**src/rtl/wmc_multi_rinse_if.sv**
```systemverilog
// Front-panel / actuator bundle for the multi-rinse washing-machine controller.
// The panel side (master) drives the requests; the controller (slave) drives phase and actuators.
interface wmc_multi_rinse_if #(
    parameter int CNT_W = 8
);
    logic             start;
    logic             stop;
    logic             pause;
    logic             door_closed;
    logic [2:0]       phase;
    logic [CNT_W-1:0] delay_counter;
    logic [3:0]       rinse_cnt;
    logic             valve;
    logic             pump;
    logic [1:0]       motor;
    logic             paused;
    logic             done;

    modport master (
        output start, stop, pause, door_closed,
        input  phase, delay_counter, rinse_cnt, valve, pump, motor, paused, done
    );

    modport slave (
        input  start, stop, pause, door_closed,
        output phase, delay_counter, rinse_cnt, valve, pump, motor, paused, done
    );
endinterface

```
**src/rtl/wmc_multi_rinse.sv**
```systemverilog
// Washing-machine sequencer: FILL/WASH/DRAIN, N rinse loops, SPIN, DONE,
// with pause, door interlock, abort and a per-phase remaining-time counter.
module wmc_multi_rinse #(
    parameter int CNT_W        = 8,
    parameter int FILL_T       = 4,
    parameter int WASH_T       = 8,
    parameter int RINSE_T      = 6,
    parameter int DRAIN_T      = 4,
    parameter int SPIN_T       = 6,
    parameter int RINSE_CYCLES = 2
) (
    input  logic                clk,
    input  logic                rst,
    wmc_multi_rinse_if.slave    bus
);
    typedef enum logic [2:0] {
        IDLE  = 3'd0,
        FILL  = 3'd1,
        WASH  = 3'd2,
        RINSE = 3'd3,
        DRAIN = 3'd4,
        SPIN  = 3'd5,
        DONE  = 3'd6
    } phase_t;

    localparam logic [CNT_W-1:0] FILL_LD  = CNT_W'(FILL_T - 1);
    localparam logic [CNT_W-1:0] WASH_LD  = CNT_W'(WASH_T - 1);
    localparam logic [CNT_W-1:0] RINSE_LD = CNT_W'(RINSE_T - 1);
    localparam logic [CNT_W-1:0] DRAIN_LD = CNT_W'(DRAIN_T - 1);
    localparam logic [CNT_W-1:0] SPIN_LD  = CNT_W'(SPIN_T - 1);
    localparam logic [CNT_W-1:0] CNT_ONE  = CNT_W'(1);
    localparam logic [3:0]       RINSE_N  = 4'(RINSE_CYCLES);

    phase_t           phase_q, phase_d;
    logic [CNT_W-1:0] cnt_q, cnt_d;
    logic [3:0]       rinse_q, rinse_d;
    logic             washed_q, washed_d;
    logic             running;
    logic             held;

    assign running = (phase_q != IDLE) && (phase_q != DONE);
    assign held    = running && (bus.pause || !bus.door_closed);

    always_ff @(posedge clk or negedge rst) begin
        if (!rst) begin
            phase_q  <= IDLE;
            cnt_q    <= '0;
            rinse_q  <= '0;
            washed_q <= 1'b0;
        end else begin
            phase_q  <= phase_d;
            cnt_q    <= cnt_d;
            rinse_q  <= rinse_d;
            washed_q <= washed_d;
        end
    end

    // washed_q tells a post-wash FILL (go to RINSE) apart from the first FILL (go to WASH).
    always_comb begin
        phase_d  = phase_q;
        cnt_d    = cnt_q;
        rinse_d  = rinse_q;
        washed_d = washed_q;
        if (bus.stop && (phase_q != IDLE)) begin
            phase_d  = IDLE;
            cnt_d    = '0;
            rinse_d  = '0;
            washed_d = 1'b0;
        end else if (!running) begin
            if (bus.start && bus.door_closed && !bus.stop) begin
                phase_d  = FILL;
                cnt_d    = FILL_LD;
                rinse_d  = '0;
                washed_d = 1'b0;
            end
        end else if (!held) begin
            if (cnt_q != '0) begin
                cnt_d = cnt_q - CNT_ONE;
            end else begin
                case (phase_q)
                    FILL: begin
                        if (washed_q) begin
                            phase_d = RINSE;
                            cnt_d   = RINSE_LD;
                        end else begin
                            phase_d = WASH;
                            cnt_d   = WASH_LD;
                        end
                    end
                    WASH: begin
                        phase_d  = DRAIN;
                        cnt_d    = DRAIN_LD;
                        washed_d = 1'b1;
                    end
                    RINSE: begin
                        phase_d = DRAIN;
                        cnt_d   = DRAIN_LD;
                        rinse_d = rinse_q + 4'd1;
                    end
                    DRAIN: begin
                        if (rinse_q < RINSE_N) begin
                            phase_d = FILL;
                            cnt_d   = FILL_LD;
                        end else begin
                            phase_d = SPIN;
                            cnt_d   = SPIN_LD;
                        end
                    end
                    SPIN: begin
                        phase_d = DONE;
                        cnt_d   = '0;
                    end
                    default: begin
                        phase_d = phase_q;
                    end
                endcase
            end
        end
    end

    logic       valve_c;
    logic       pump_c;
    logic [1:0] motor_c;

    // Actuators follow the registered phase but drop out whenever the run is held.
    always_comb begin
        valve_c = 1'b0;
        pump_c  = 1'b0;
        motor_c = 2'b00;
        if (!held) begin
            case (phase_q)
                FILL:        valve_c = 1'b1;
                WASH, RINSE: motor_c = 2'b01;
                DRAIN:       pump_c  = 1'b1;
                SPIN: begin
                    pump_c  = 1'b1;
                    motor_c = 2'b10;
                end
                default:     valve_c = 1'b0;
            endcase
        end
    end

    assign bus.phase         = phase_q;
    assign bus.delay_counter = cnt_q;
    assign bus.rinse_cnt     = rinse_q;
    assign bus.valve         = valve_c;
    assign bus.pump          = pump_c;
    assign bus.motor         = motor_c;
    assign bus.paused        = held;
    assign bus.done          = (phase_q == DONE);
endmodule

```
**src/flat_wrapper.sv**
```systemverilog
// flat-port wrapper written by rule: the top's interface ports become plain ports
module wmc_multi_rinse_flat 
#(
    parameter int CNT_W        = 8,
    parameter int FILL_T       = 4,
    parameter int WASH_T       = 8,
    parameter int RINSE_T      = 6,
    parameter int DRAIN_T      = 4,
    parameter int SPIN_T       = 6,
    parameter int RINSE_CYCLES = 2
)
  (clk, rst, bus_start, bus_stop, bus_pause, bus_door_closed, bus_phase, bus_delay_counter, bus_rinse_cnt, bus_valve, bus_pump, bus_motor, bus_paused, bus_done);
  wmc_multi_rinse_if #(.CNT_W(CNT_W)) bus_i ();
  input  logic clk;
  input  logic rst;
  input wire logic [$bits(bus_i.start)-1:0] bus_start;
  input wire logic [$bits(bus_i.stop)-1:0] bus_stop;
  input wire logic [$bits(bus_i.pause)-1:0] bus_pause;
  input wire logic [$bits(bus_i.door_closed)-1:0] bus_door_closed;
  output wire logic [$bits(bus_i.phase)-1:0] bus_phase;
  output wire logic [$bits(bus_i.delay_counter)-1:0] bus_delay_counter;
  output wire logic [$bits(bus_i.rinse_cnt)-1:0] bus_rinse_cnt;
  output wire logic [$bits(bus_i.valve)-1:0] bus_valve;
  output wire logic [$bits(bus_i.pump)-1:0] bus_pump;
  output wire logic [$bits(bus_i.motor)-1:0] bus_motor;
  output wire logic [$bits(bus_i.paused)-1:0] bus_paused;
  output wire logic [$bits(bus_i.done)-1:0] bus_done;
  assign bus_i.start = bus_start;
  assign bus_i.stop = bus_stop;
  assign bus_i.pause = bus_pause;
  assign bus_i.door_closed = bus_door_closed;
  assign bus_phase = bus_i.phase;
  assign bus_delay_counter = bus_i.delay_counter;
  assign bus_rinse_cnt = bus_i.rinse_cnt;
  assign bus_valve = bus_i.valve;
  assign bus_pump = bus_i.pump;
  assign bus_motor = bus_i.motor;
  assign bus_paused = bus_i.paused;
  assign bus_done = bus_i.done;
  wmc_multi_rinse #(.CNT_W(CNT_W), .FILL_T(FILL_T), .WASH_T(WASH_T), .RINSE_T(RINSE_T), .DRAIN_T(DRAIN_T), .SPIN_T(SPIN_T), .RINSE_CYCLES(RINSE_CYCLES)) u_core (.clk(clk), .rst(rst), .bus(bus_i));
endmodule
```
**config.mk**
```make
export PLATFORM = sky130hd
export DESIGN_NAME = wmc_multi_rinse_flat
export DESIGN_NICKNAME = d
export VERILOG_FILES = /design/src/rtl/wmc_multi_rinse_if.sv /design/src/rtl/wmc_multi_rinse.sv /design/src/flat_wrapper.sv
export SDC_FILE = /design/constraint.sdc
export NUM_CORES = 1
export LEC_CHECK = 0
export CAP_MARGIN = 20
export CORE_UTILIZATION = 47
export DETAILED_ROUTE_END_ITERATION = 6
export DONT_BUFFER_PORTS = 1
export GPL_TIMING_DRIVEN = 0
export PLACE_DENSITY = 0.64
export SLEW_MARGIN = 40
export SYNTH_ARGS = -nofsm -noshare
export SYNTH_HDL_FRONTEND = slang
export SYNTH_SLANG_ARGS = --single-unit
```
**constraint.sdc**
```tcl
create_clock -name clk -period 2.4 [get_ports clk]
set_input_delay 0.36 -clock clk [delete_from_list [all_inputs] [get_ports clk]]
set_output_delay 0.36 -clock clk [all_outputs]
set_load 0.02 [all_outputs]
```
==> results.toml <==
[worst_setup_path]
cp.required_ns = 2.60
r2r_cells = 9
start_kind = "flop"
rr_startpoint = "u_core.bus.delay_counter[0]$_DFFE_PN0P_"
endpoint_kind = "flop"
crit_type = "flop to flop"
path_max_fanout = 9
crit_end = "u_core.bus.phase[0]$_DFFE_PN0P_"
startpoint = "u_core.bus.delay_counter[0]$_DFFE_PN0P_"
r2r_setup_slack_ns = 0.14
crit_arrival_ns = 2.46
regToRegEndpoint = "u_core.bus.phase[0]$_DFFE_PN0P_"

[logic_synthesis]
yosys_warnings = 0
ys_seq_area_share_pct = 31.43
syn_avg_cell_area_um2 = 9.505
syn-cell-area_um2 = 1274
ys_async_sr_fraction_pct = 100.0
syn-num-nets = 143
syn_inst = 134
synth_ff_type = "dfrtp_1"
synth_area_leaders = "dfrtp_1 (31%), o21ai_0 (3.5%), o31ai_1 (3.5%)"
synth_area_leader_cell = "dfrtp_1"
ys_seq_elements = 16
synth_enable_flop_cells = 0
yosys.area.top_type_share_pct = 31.43
yosys.cell_types.count = 57

[power_and_ir_drop]
p_int_mw = 1.008
ir_drop_mv = 1.041
switching_share_pct = 53.12
p_per_area_nw_per_um2 = 1593
sequentialPowerShare_pct = 27.2
switchingPower_mw = 1.142
p_comb_share_pct = 65.7
p_leak_nw = 0.5708
power.share.clock_pct = 7.1
finalPower_mw = 2.149

[grt]
track_usage_pct = 24.28
grt_max_degree = 17
grt_pass1_wl_mm = 5.016
grt_antenna_before_repair = 0
grt-ovfl-total = 0
grt_pass1_vias = 1044

[drt]
vias_per_cell = 6.385
firstDrtPassIters = 4
drtIter0Drc = 27
drc = 0
postRouteAntennaNets = 0
wl_per_cell_um = 18.11
vias = 1079
postRouteWirelength_mm = 3.061

[timing]
worst_slew_pin_slew_ns = 0.4499
skew_ns = 0.005028
worst_slack_ns = 0.1410
fmax_mhz = 442.7
period_minus_slack_ns = 2.259
period_share_pct = 94.12
hold_viol = 0
report.final.setup_viol = 0
tns_ns = 0
maxSlewViolCount = 0
relSlewSlack_pct = 70.00
rsz0062_at_grt = "false"

[clocking]
clock_tree.buffer_depth = 2
clock-sinks = 16
cts_tree = "yes"
cts_inserted_buffers = 3
clk_pin_slew_ns = 0.10
clock_latency_ns = 0.30
cts_max_level = 1
hold_buffers = 1
post_cts_buffers = 0
cts-root-buf = "clkbuf_4"
cts_resized = 0

[floorplanning]
row_count = 18
ios = 27
die_w_um = 54.06
dieHeight_um = 54.06
fp.dieArea_um2 = 2922
initial_core_util_pct = 50.50
fp.coreArea_um2 = 2522

[layout]
mostFrequentLayoutCell = "dfrtp_1"
syn2layout_area_growth_pct = 5.894
layout-drive-gt1-share_pct = 19.42
layout_common_cells = "dfrtp_1 (16), nor2_1 (11), o21ai_0 (9)"
antenna_cells = 0
finalInstanceArea_um2 = 1349
final_nets = 150

[status]
status = "finished clean"

[place]
io_buffers = 0
pre_cts_slack_ns = 0.1791
globalplace.congestion = 0.7978
placed_cell_area_um2 = 1311
hpwlAfterDp_mm = 2.248

[run]
drv_cap = 0

[worst_hold_path]
hp-class = "input port to flop"
[state kept, by name (all words and copies together) (netlist names)]
signal and count:
u_core.bus.delay_counter 8, u_core.bus.phase 3, u_core.washed_q 1, u_core.bus.rinse_cnt 4
[power groups by stage]
stage               combinational (mW)  sequential (mW)  clock, mW
finish                            1.41            0.585      0.153
global route                      1.53            0.605      0.164
CTS                               1.40            0.588      0.155
detailed placement                1.39            0.595          0
global placement                  1.35            0.589          0
floorplan                         1.14            0.561          0
[synthesized netlist by cell type, drive strengths merged, types with 3 or more instances]
library cell  count
o31ai             6
buf               9
dfrtp            16
o21bai            3
or2               4
nor3              7
nand2             7
o21ai             9
a21oi             7
ha                3
nor2             11
and2              3
inv               5
[area by class of cell]
| class | instances | area (µm²) |
|---|---|---|
| fillers | 260 | 1174 |
| multi-input cells | 104 | 785.8 |
| flip-flops and latches | 16 | 400.4 |
| plain buffers | 9 | 68.82 |
| well taps | 30 | 37.54 |
| clock buffers | 3 | 22.52 |
| inverters | 5 | 18.77 |
| repair buffers | 2 | 15.01 |
[routing by layer]
layer	vias to the layer above	part of all wire (%)	GRT usage (%)
li1	512	-	-
met1	534	45	32.82
met2	29	50	38.27
met3	4	4.6	5.085
met4	0	0.85	8.120
met5	-	0	0
[metrics by stage]
| step | cells | hold WS [ns] | util, % |
|---|---|---|---|
| floorplan | 134 | 0.06441 | - |
| finish | 169 | 0.3915 | 53.47 |
| detailed placement | 164 | 0.06474 | 51.98 |
| global route | 169 | 0.4069 | 53.47 |
| CTS | 168 | 0.3870 | 53.27 |
| global placement | 164 | 0.06474 | 51.98 |
[cell families after synthesis]
| logic type | Yosys count | share of synthesized area (%) |
|---|---|---|
| compound gates | 45 | 29.76 |
| xor+xnor | 1 | 1.277 |
| simple gates | 53 | 26.13 |
| fa+ha+maj | 3 | 2.947 |
| mux | 2 | 1.572 |
| buf+inv | 14 | 6.876 |
| flops | 16 | 31.43 |
[worst min-delay path by stage]
stage	end	startpoint	slack, ns	cells after the start
after floorplan	u_core.bus.delay_counter[0]$_DFFE_PN0P_	rst	0.06	0
after global placement	u_core.bus.delay_counter[7]$_DFFE_PN0P_	rst	0.06	0
after detailed placement	u_core.bus.delay_counter[7]$_DFFE_PN0P_	rst	0.06	0
after CTS	u_core.washed_q$_DFFE_PN0P_	bus_pause	0.39	3
after global routing	u_core.bus.phase[1]$_DFFE_PN0P_	bus_stop	0.41	2
final	u_core.washed_q$_DFFE_PN0P_	bus_pause	0.39	3
[worst max-delay path, cell delays in order (launching register included)]
cell and delay (ns):
dfrtp_1 0.49, inv_1 0.16, ha_1 0.16, nor3b_1 0.24
and2_1 0.18, buf_6 0.15, a21oi_4 0.10, or2_1 0.24
buf_6 0.14, o41ai_4 0.30
No activity file was read; power rests on OpenSTA's default activity.
